### config.mk
export PLATFORM = sky130hd
export DESIGN_NAME = vic_bus_scheduler
export DESIGN_NICKNAME = d
export VERILOG_FILES = /design/src/rtl/vic_bus_scheduler.sv
export SDC_FILE = /design/constraint.sdc
export NUM_CORES = 1
export LEC_CHECK = 0
export CAP_MARGIN = 10
export CORE_MARGIN = 5
export CORE_UTILIZATION = 30
export DETAILED_ROUTE_END_ITERATION = 10
export GPL_TIMING_DRIVEN = 0
export PLACE_DENSITY = 0.46
export SLEW_MARGIN = 10
export SYNTH_ARGS = -nofsm -noshare
export SYNTH_HDL_FRONTEND = slang
export SYNTH_SLANG_ARGS = --single-unit
### constraint.sdc
create_clock -name clk -period 5.1 [get_ports clk]
set_clock_uncertainty 0.2 [all_clocks]
set_input_delay 0.765 -clock clk [delete_from_list [all_inputs] [get_ports clk]]
set_output_delay 0.765 -clock clk [all_outputs]
set_load 0.01 [all_outputs]
### src/rtl/vic_bus_scheduler.sv
// PAL 6569 bus-cycle scheduler: tracks cycle/raster and decides the VIC phi1/phi2
// memory access, BA/AEC bus arbitration and the frame-start pulse for every cycle.
module vic_bus_scheduler #(
  parameter int CYCLES_PER_LINE = 63,
  parameter int LINES_PER_FRAME = 312,
  parameter int FIRST_DMA_LINE  = 48,
  parameter int LAST_DMA_LINE   = 247,
  parameter int BA_LEAD         = 3
) (
  input  logic       clk,
  input  logic       reset,
  input  logic       i_cycle_tick,
  input  logic       i_den,
  input  logic [2:0] i_yscroll,
  input  logic [7:0] i_sprite_dma,
  output logic [5:0] o_cycle,
  output logic [8:0] o_raster,
  output logic       o_badline,
  output logic       o_ba,
  output logic       o_aec,
  output logic [2:0] o_phi1_acc,
  output logic [2:0] o_phi2_acc,
  output logic [2:0] o_sprite_idx,
  output logic       o_frame_start
);

  typedef enum logic [2:0] {
    ACC_IDLE     = 3'd0,
    ACC_REFRESH  = 3'd1,
    ACC_CHAR     = 3'd2,
    ACC_GFX      = 3'd3,
    ACC_SPR_PTR  = 3'd4,
    ACC_SPR_DATA = 3'd5
  } acc_e;

  localparam logic [5:0] LAST_CYCLE  = 6'(CYCLES_PER_LINE);
  localparam logic [8:0] LAST_RASTER = 9'(LINES_PER_FRAME - 1);
  localparam logic [8:0] DMA_FIRST   = 9'(FIRST_DMA_LINE);
  localparam logic [8:0] DMA_LAST    = 9'(LAST_DMA_LINE);

  // Sprite pointer cycle P(n); sprites 3..7 fall at the start of the next line.
  function automatic logic [5:0] p_cycle(input logic [2:0] n);
    case (n)
      3'd0:    p_cycle = 6'd58;
      3'd1:    p_cycle = 6'd60;
      3'd2:    p_cycle = 6'd62;
      3'd3:    p_cycle = 6'd1;
      3'd4:    p_cycle = 6'd3;
      3'd5:    p_cycle = 6'd5;
      3'd6:    p_cycle = 6'd7;
      default: p_cycle = 6'd9;
    endcase
  endfunction

  function automatic logic char_steal(input logic [5:0] cyc, input logic bl);
    char_steal = bl && (cyc >= 6'd15) && (cyc <= 6'd54);
  endfunction

  function automatic logic phi2_steal(input logic [5:0] cyc, input logic bl,
                                      input logic [7:0] dma);
    phi2_steal = char_steal(cyc, bl);
    for (int n = 0; n < 8; n++) begin
      if (dma[n] && ((cyc == p_cycle(3'(n))) || (cyc == p_cycle(3'(n)) + 6'd1)))
        phi2_steal = 1'b1;
    end
  endfunction

  // BA must drop BA_LEAD cycles ahead of any steal, looking across the line end.
  function automatic logic ba_low(input logic [5:0] cyc, input logic bl,
                                  input logic [7:0] dma);
    logic [6:0] c;
    ba_low = 1'b0;
    for (int k = 0; k <= BA_LEAD; k++) begin
      c = 7'(cyc) + 7'(k);
      if (c > 7'(CYCLES_PER_LINE)) c = c - 7'(CYCLES_PER_LINE);
      if (phi2_steal(6'(c), bl, dma)) ba_low = 1'b1;
    end
  endfunction

  logic [5:0] cycle_q, cycle_d;
  logic [8:0] raster_q, raster_d;
  logic       den_latch_q, den_latch_d;
  logic       display_q, display_d;
  logic       badline_q, badline_d;
  logic       ba_q, ba_d;
  logic       aec_q, aec_d;
  acc_e       phi1_q, phi1_d;
  acc_e       phi2_q, phi2_d;
  logic [2:0] sprite_idx_q, sprite_idx_d;
  logic       frame_start_q, frame_start_d;
  logic       line_wrap, frame_wrap;

  always_comb begin
    // NOTE: every comb output gets its hold value first so no path infers a latch.
    cycle_d       = cycle_q;
    raster_d      = raster_q;
    den_latch_d   = den_latch_q;
    display_d     = display_q;
    badline_d     = badline_q;
    ba_d          = ba_q;
    aec_d         = aec_q;
    phi1_d        = phi1_q;
    phi2_d        = phi2_q;
    sprite_idx_d  = sprite_idx_q;
    frame_start_d = 1'b0;
    line_wrap     = (cycle_q == LAST_CYCLE);
    frame_wrap    = line_wrap && (raster_q == LAST_RASTER);

    if (i_cycle_tick) begin
      cycle_d  = line_wrap ? 6'd1 : cycle_q + 6'd1;
      raster_d = frame_wrap ? 9'd0 : (line_wrap ? raster_q + 9'd1 : raster_q);

      den_latch_d = frame_wrap ? 1'b0
                  : (den_latch_q | (i_den && (raster_d == DMA_FIRST)));
      badline_d   = den_latch_d && (raster_d >= DMA_FIRST) && (raster_d <= DMA_LAST)
                    && (raster_d[2:0] == i_yscroll);
      display_d   = (frame_wrap || (raster_d > DMA_LAST)) ? 1'b0
                  : (display_q | badline_d);

      phi1_d       = ACC_IDLE;
      sprite_idx_d = 3'd0;
      if (cycle_d >= 6'd11 && cycle_d <= 6'd15)
        phi1_d = ACC_REFRESH;
      else if (cycle_d >= 6'd16 && cycle_d <= 6'd55 && display_d)
        phi1_d = ACC_GFX;
      for (int n = 0; n < 8; n++) begin
        if (cycle_d == p_cycle(3'(n))) begin
          phi1_d       = ACC_SPR_PTR;
          sprite_idx_d = 3'(n);
        end else if (cycle_d == p_cycle(3'(n)) + 6'd1) begin
          phi1_d       = i_sprite_dma[n] ? ACC_SPR_DATA : ACC_IDLE;
          sprite_idx_d = 3'(n);
        end
      end

      if (char_steal(cycle_d, badline_d))
        phi2_d = ACC_CHAR;
      else if (phi2_steal(cycle_d, 1'b0, i_sprite_dma))
        phi2_d = ACC_SPR_DATA;
      else
        phi2_d = ACC_IDLE;

      aec_d         = (phi2_d == ACC_IDLE);
      ba_d          = !ba_low(cycle_d, badline_d, i_sprite_dma);
      frame_start_d = frame_wrap;
    end
  end

  // NOTE: sequential state uses non-blocking assignments so every flop samples pre-edge values.
  always_ff @(posedge clk or negedge reset) begin
    if (!reset) begin
      cycle_q       <= 6'd1;
      raster_q      <= 9'd0;
      den_latch_q   <= 1'b0;
      display_q     <= 1'b0;
      badline_q     <= 1'b0;
      ba_q          <= 1'b1;
      aec_q         <= 1'b1;
      phi1_q        <= ACC_IDLE;
      phi2_q        <= ACC_IDLE;
      sprite_idx_q  <= 3'd0;
      frame_start_q <= 1'b0;
    end else begin
      cycle_q       <= cycle_d;
      raster_q      <= raster_d;
      den_latch_q   <= den_latch_d;
      display_q     <= display_d;
      badline_q     <= badline_d;
      ba_q          <= ba_d;
      aec_q         <= aec_d;
      phi1_q        <= phi1_d;
      phi2_q        <= phi2_d;
      sprite_idx_q  <= sprite_idx_d;
      frame_start_q <= frame_start_d;
    end
  end

  assign o_cycle       = cycle_q;
  assign o_raster      = raster_q;
  assign o_badline     = badline_q;
  assign o_ba          = ba_q;
  assign o_aec         = aec_q;
  assign o_phi1_acc    = phi1_q;
  assign o_phi2_acc    = phi2_q;
  assign o_sprite_idx  = sprite_idx_q;
  assign o_frame_start = frame_start_q;

endmodule

==> impl_metrics.yaml <==
run_status:
  run_status: "finished clean"
floorplanning:
  ios: 43
  rows: 42
  design.die.area_mm2: 0.0161
  die_width_um: 127
  start_util: 0.307
  die_y_um: 127
  core_area_mm2: 0.0133
synthesis:
  syn_nets: 599
  netlist_top_cells_count: "nand2_1, nor2_1, o21ai_0, a21oi_1, clkbuf_1"
  synthMostInstantiatedCell: "nand2_1"
  async_reset_ff_frac: 1.00
  synth_top_area_cell: "dfrtp_1"
  synth-seq-cells: 29
  synth.top_cell.area_share: 0.159
  syn_area_mm2: 0.00410
  synth_cell_types: 90
  seq_area_frac_synth: 0.178
  synthTopCellsByArea: "dfrtp_1, nand2_1, o21ai_0"
  synth_edf_count: 0
  synth.avg_cell_area_um2: 7.10
  ys_warn_count: 0
  syn_inst: 578
  ys.flop_type: "dfrtp_1"
clock_network:
  h-tree-depth: 2
  cts_tree: "built"
  cts_buffer_depth: 2
  clock_sinks: 29
  cts-root-buf: "clkbuf_16"
  worstSkewPairLatency_ps: 280
  clk_pin_slew_ps: 50
  postCtsHoldBufs: 0
  cts_made_buffers: 5
timing:
  finalHoldViolCount: 0
  slew_headroom: 0.470
  fin_crit_ps: 4870
  post-route-period-util: 0.955
  drv_slew: 0
  setup_viol: 0
  rsz0062_at_grt: "no"
  worst_pin_slew_ps: 792
  max_freq_mhz: 205
  fin_tns_setup_ps: 0
power:
  vdd_drop_max_mv: 0.193
  leakage_nw: 1.75
  p_per_area_mw_per_mm2: 642
detailed_routing:
  finalWirelength_um: 17200
  viasPerCell: 6.13
  drc_errors: 0
  vias: 4906
  first_pass_iters: 5
  antenna_left: 0
  drtIter0Drc: 611
  post_drt_wl_per_cell_um: 21.5
critical_path:
  crit_arrival_ps: 4830
  critical_path_class: "flip-flop to flip-flop"
  worstPathRequired_ps: 5060
  endpoint_kind: "flip-flop"
  start_kind: "flip-flop"
  worstPathMaxFanout: 11
cells_and_area:
  drive_gt1_frac: 0.107
  diodes: 0
  syn2layout_area_growth_pct: 19.2
  finalNetCount: 644
  final_core_util: 0.366
global_routing:
  grt_first_pass_wirelength_um: 27400
  overflow: 0
  grt_max_degree: 30
  grt_pass1_vias: 4761
  antenna_found_initial: 0
  grt_usage: 0.213
place:
  hpwl_um: 13000
  io_buffer_count: 39
  place_congestion: 0.936
run:
  cap_viol_max_count: 0
worst_hold_path:
  worstHoldPathType: "flip-flop to flip-flop"
[power by group]
group / internal [mW] / switching [mW] / leakage [nW]
clock network: 0.179 / 0.106 / 0.0706
logic: 0.890 / 1.63 / 1.31
registers: 0.288 / 0.0472 / 0.371
[final cells by class]
class / instances / area [um2]
fillers: 1446 / 8460
multi-input cells: 482 / 3100
plain buffers: 51 / 249
well taps: 176 / 220
repair buffers: 40 / 393
flip-flops and latches: 29 / 729
clock buffers: 6 / 129
inverters: 14 / 60.1
clock inverters: 2 / 10.0
[timing repair]
action                     4_1_cts  5_1_grt
buffers inserted                 0        1
setup endpoints to repair        1        1
gates cloned                     0        0
hold endpoints to repair         0        0
gates resized for setup          2        7
[metal layers]
metal  track usage  part of all wire  vias to the layer above
li1              -                 -                     2278
met1         0.293              0.45                     2346
met2         0.336              0.45                      241
met3        0.0315             0.067                       41
met4        0.0808             0.034                        0
met5             0                 0                        -
[through the flow]
step	worst slack, ps	cell area [um2]	power [mW]	hold slack, ps	std cells
after global placement	-396	4710	2.75	264	793
after floorplan	790	4100	2.01	269	578
after detailed placement	-443	4710	2.73	273	793
final	227	4890	3.14	277	800
after CTS	41.6	4850	3.04	284	799
after global routing	25.6	4890	3.34	309	800
[registers in the layout, summed over array words and instances (netlist names)]
signal and count:
display_q 1, o_cycle 6, o_aec 1, o_frame_start 1, o_raster 9, o_phi1_acc 3
den_latch_q 1, o_badline 1, o_ba 1, o_phi2_acc 2, o_sprite_idx 3
[cells in the final DEF (no fill, tap or decap), types with 4 or more instances in the layout]
| master | count |
|---|---|
| a31oi_1 | 12 |
| o31ai_1 | 9 |
| o32ai_1 | 4 |
| nand4_1 | 10 |
| mux2_2 | 4 |
| nor2_1 | 47 |
| and2_1 | 6 |
| buf_2 | 10 |
| o221ai_1 | 5 |
| dfrtp_1 | 26 |
| o21ai_0 | 43 |
| nand3b_1 | 5 |
| o21ai_1 | 5 |
| nand2_1 | 69 |
| mux2i_1 | 9 |
| clkbuf_1 | 29 |
| nor2b_1 | 6 |
| buf_1 | 4 |
| clkdlybuf4s50_1 | 38 |
| inv_1 | 10 |
| o21a_1 | 9 |
| xnor2_1 | 13 |
| a21oi_1 | 39 |
| nand3_1 | 28 |
| a311oi_1 | 4 |
| and3_1 | 12 |
| a2111oi_0 | 6 |
| nor3_1 | 14 |
| nand2b_1 | 5 |
| a22oi_1 | 5 |
| ha_1 | 6 |
| clkbuf_16 | 5 |
| o211ai_1 | 11 |
| a41oi_1 | 4 |
| buf_4 | 7 |
| or3_1 | 5 |
[cell families (layout without fill, tap and decap cells)]
group,Yosys count,count (layout),share of synthesized area
and+or+nand+nor,231,231,0.284
AOI/OAI and AO/OA,213,213,0.366
buffers and inverters,67,113,0.0750
DFF,29,29,0.178
xor gates and xnor gates,19,19,0.0457
muxes,13,13,0.0329
adders and majority gates,6,6,0.0183
[critical path: stages, from the launching register on]
cell and delay (ps):
dfstp_2 570, buf_4 180, inv_1 140, ha_1 400
buf_6 190, clkinvlp_4 260, ha_1 290, clkbuf_1 170
a21o_1 190, o221ai_1 290, o2111ai_1 310, o211ai_2 450
nand2b_1 160, mux2i_1 70, o41a_1 450, o41ai_2 420
[final timing paths]
kind / from / endpoint / slack [ps] / cells after the start
setup / recovery: o_cycle[0] / o_ba / 230 / 15
max in group asynchronous: reset / o_cycle[1] / 3930 / 1
hold / removal: o_sprite_idx[0] / o_sprite_idx[0] / 280 / 1
min in group asynchronous: reset / o_sprite_idx[2] / 320 / 1
setup reg to reg: o_cycle[0] / o_ba / 230 / 15
hold reg to reg: o_sprite_idx[0] / o_sprite_idx[0] / 280 / 1
Power figures use the tool's default switching activity.
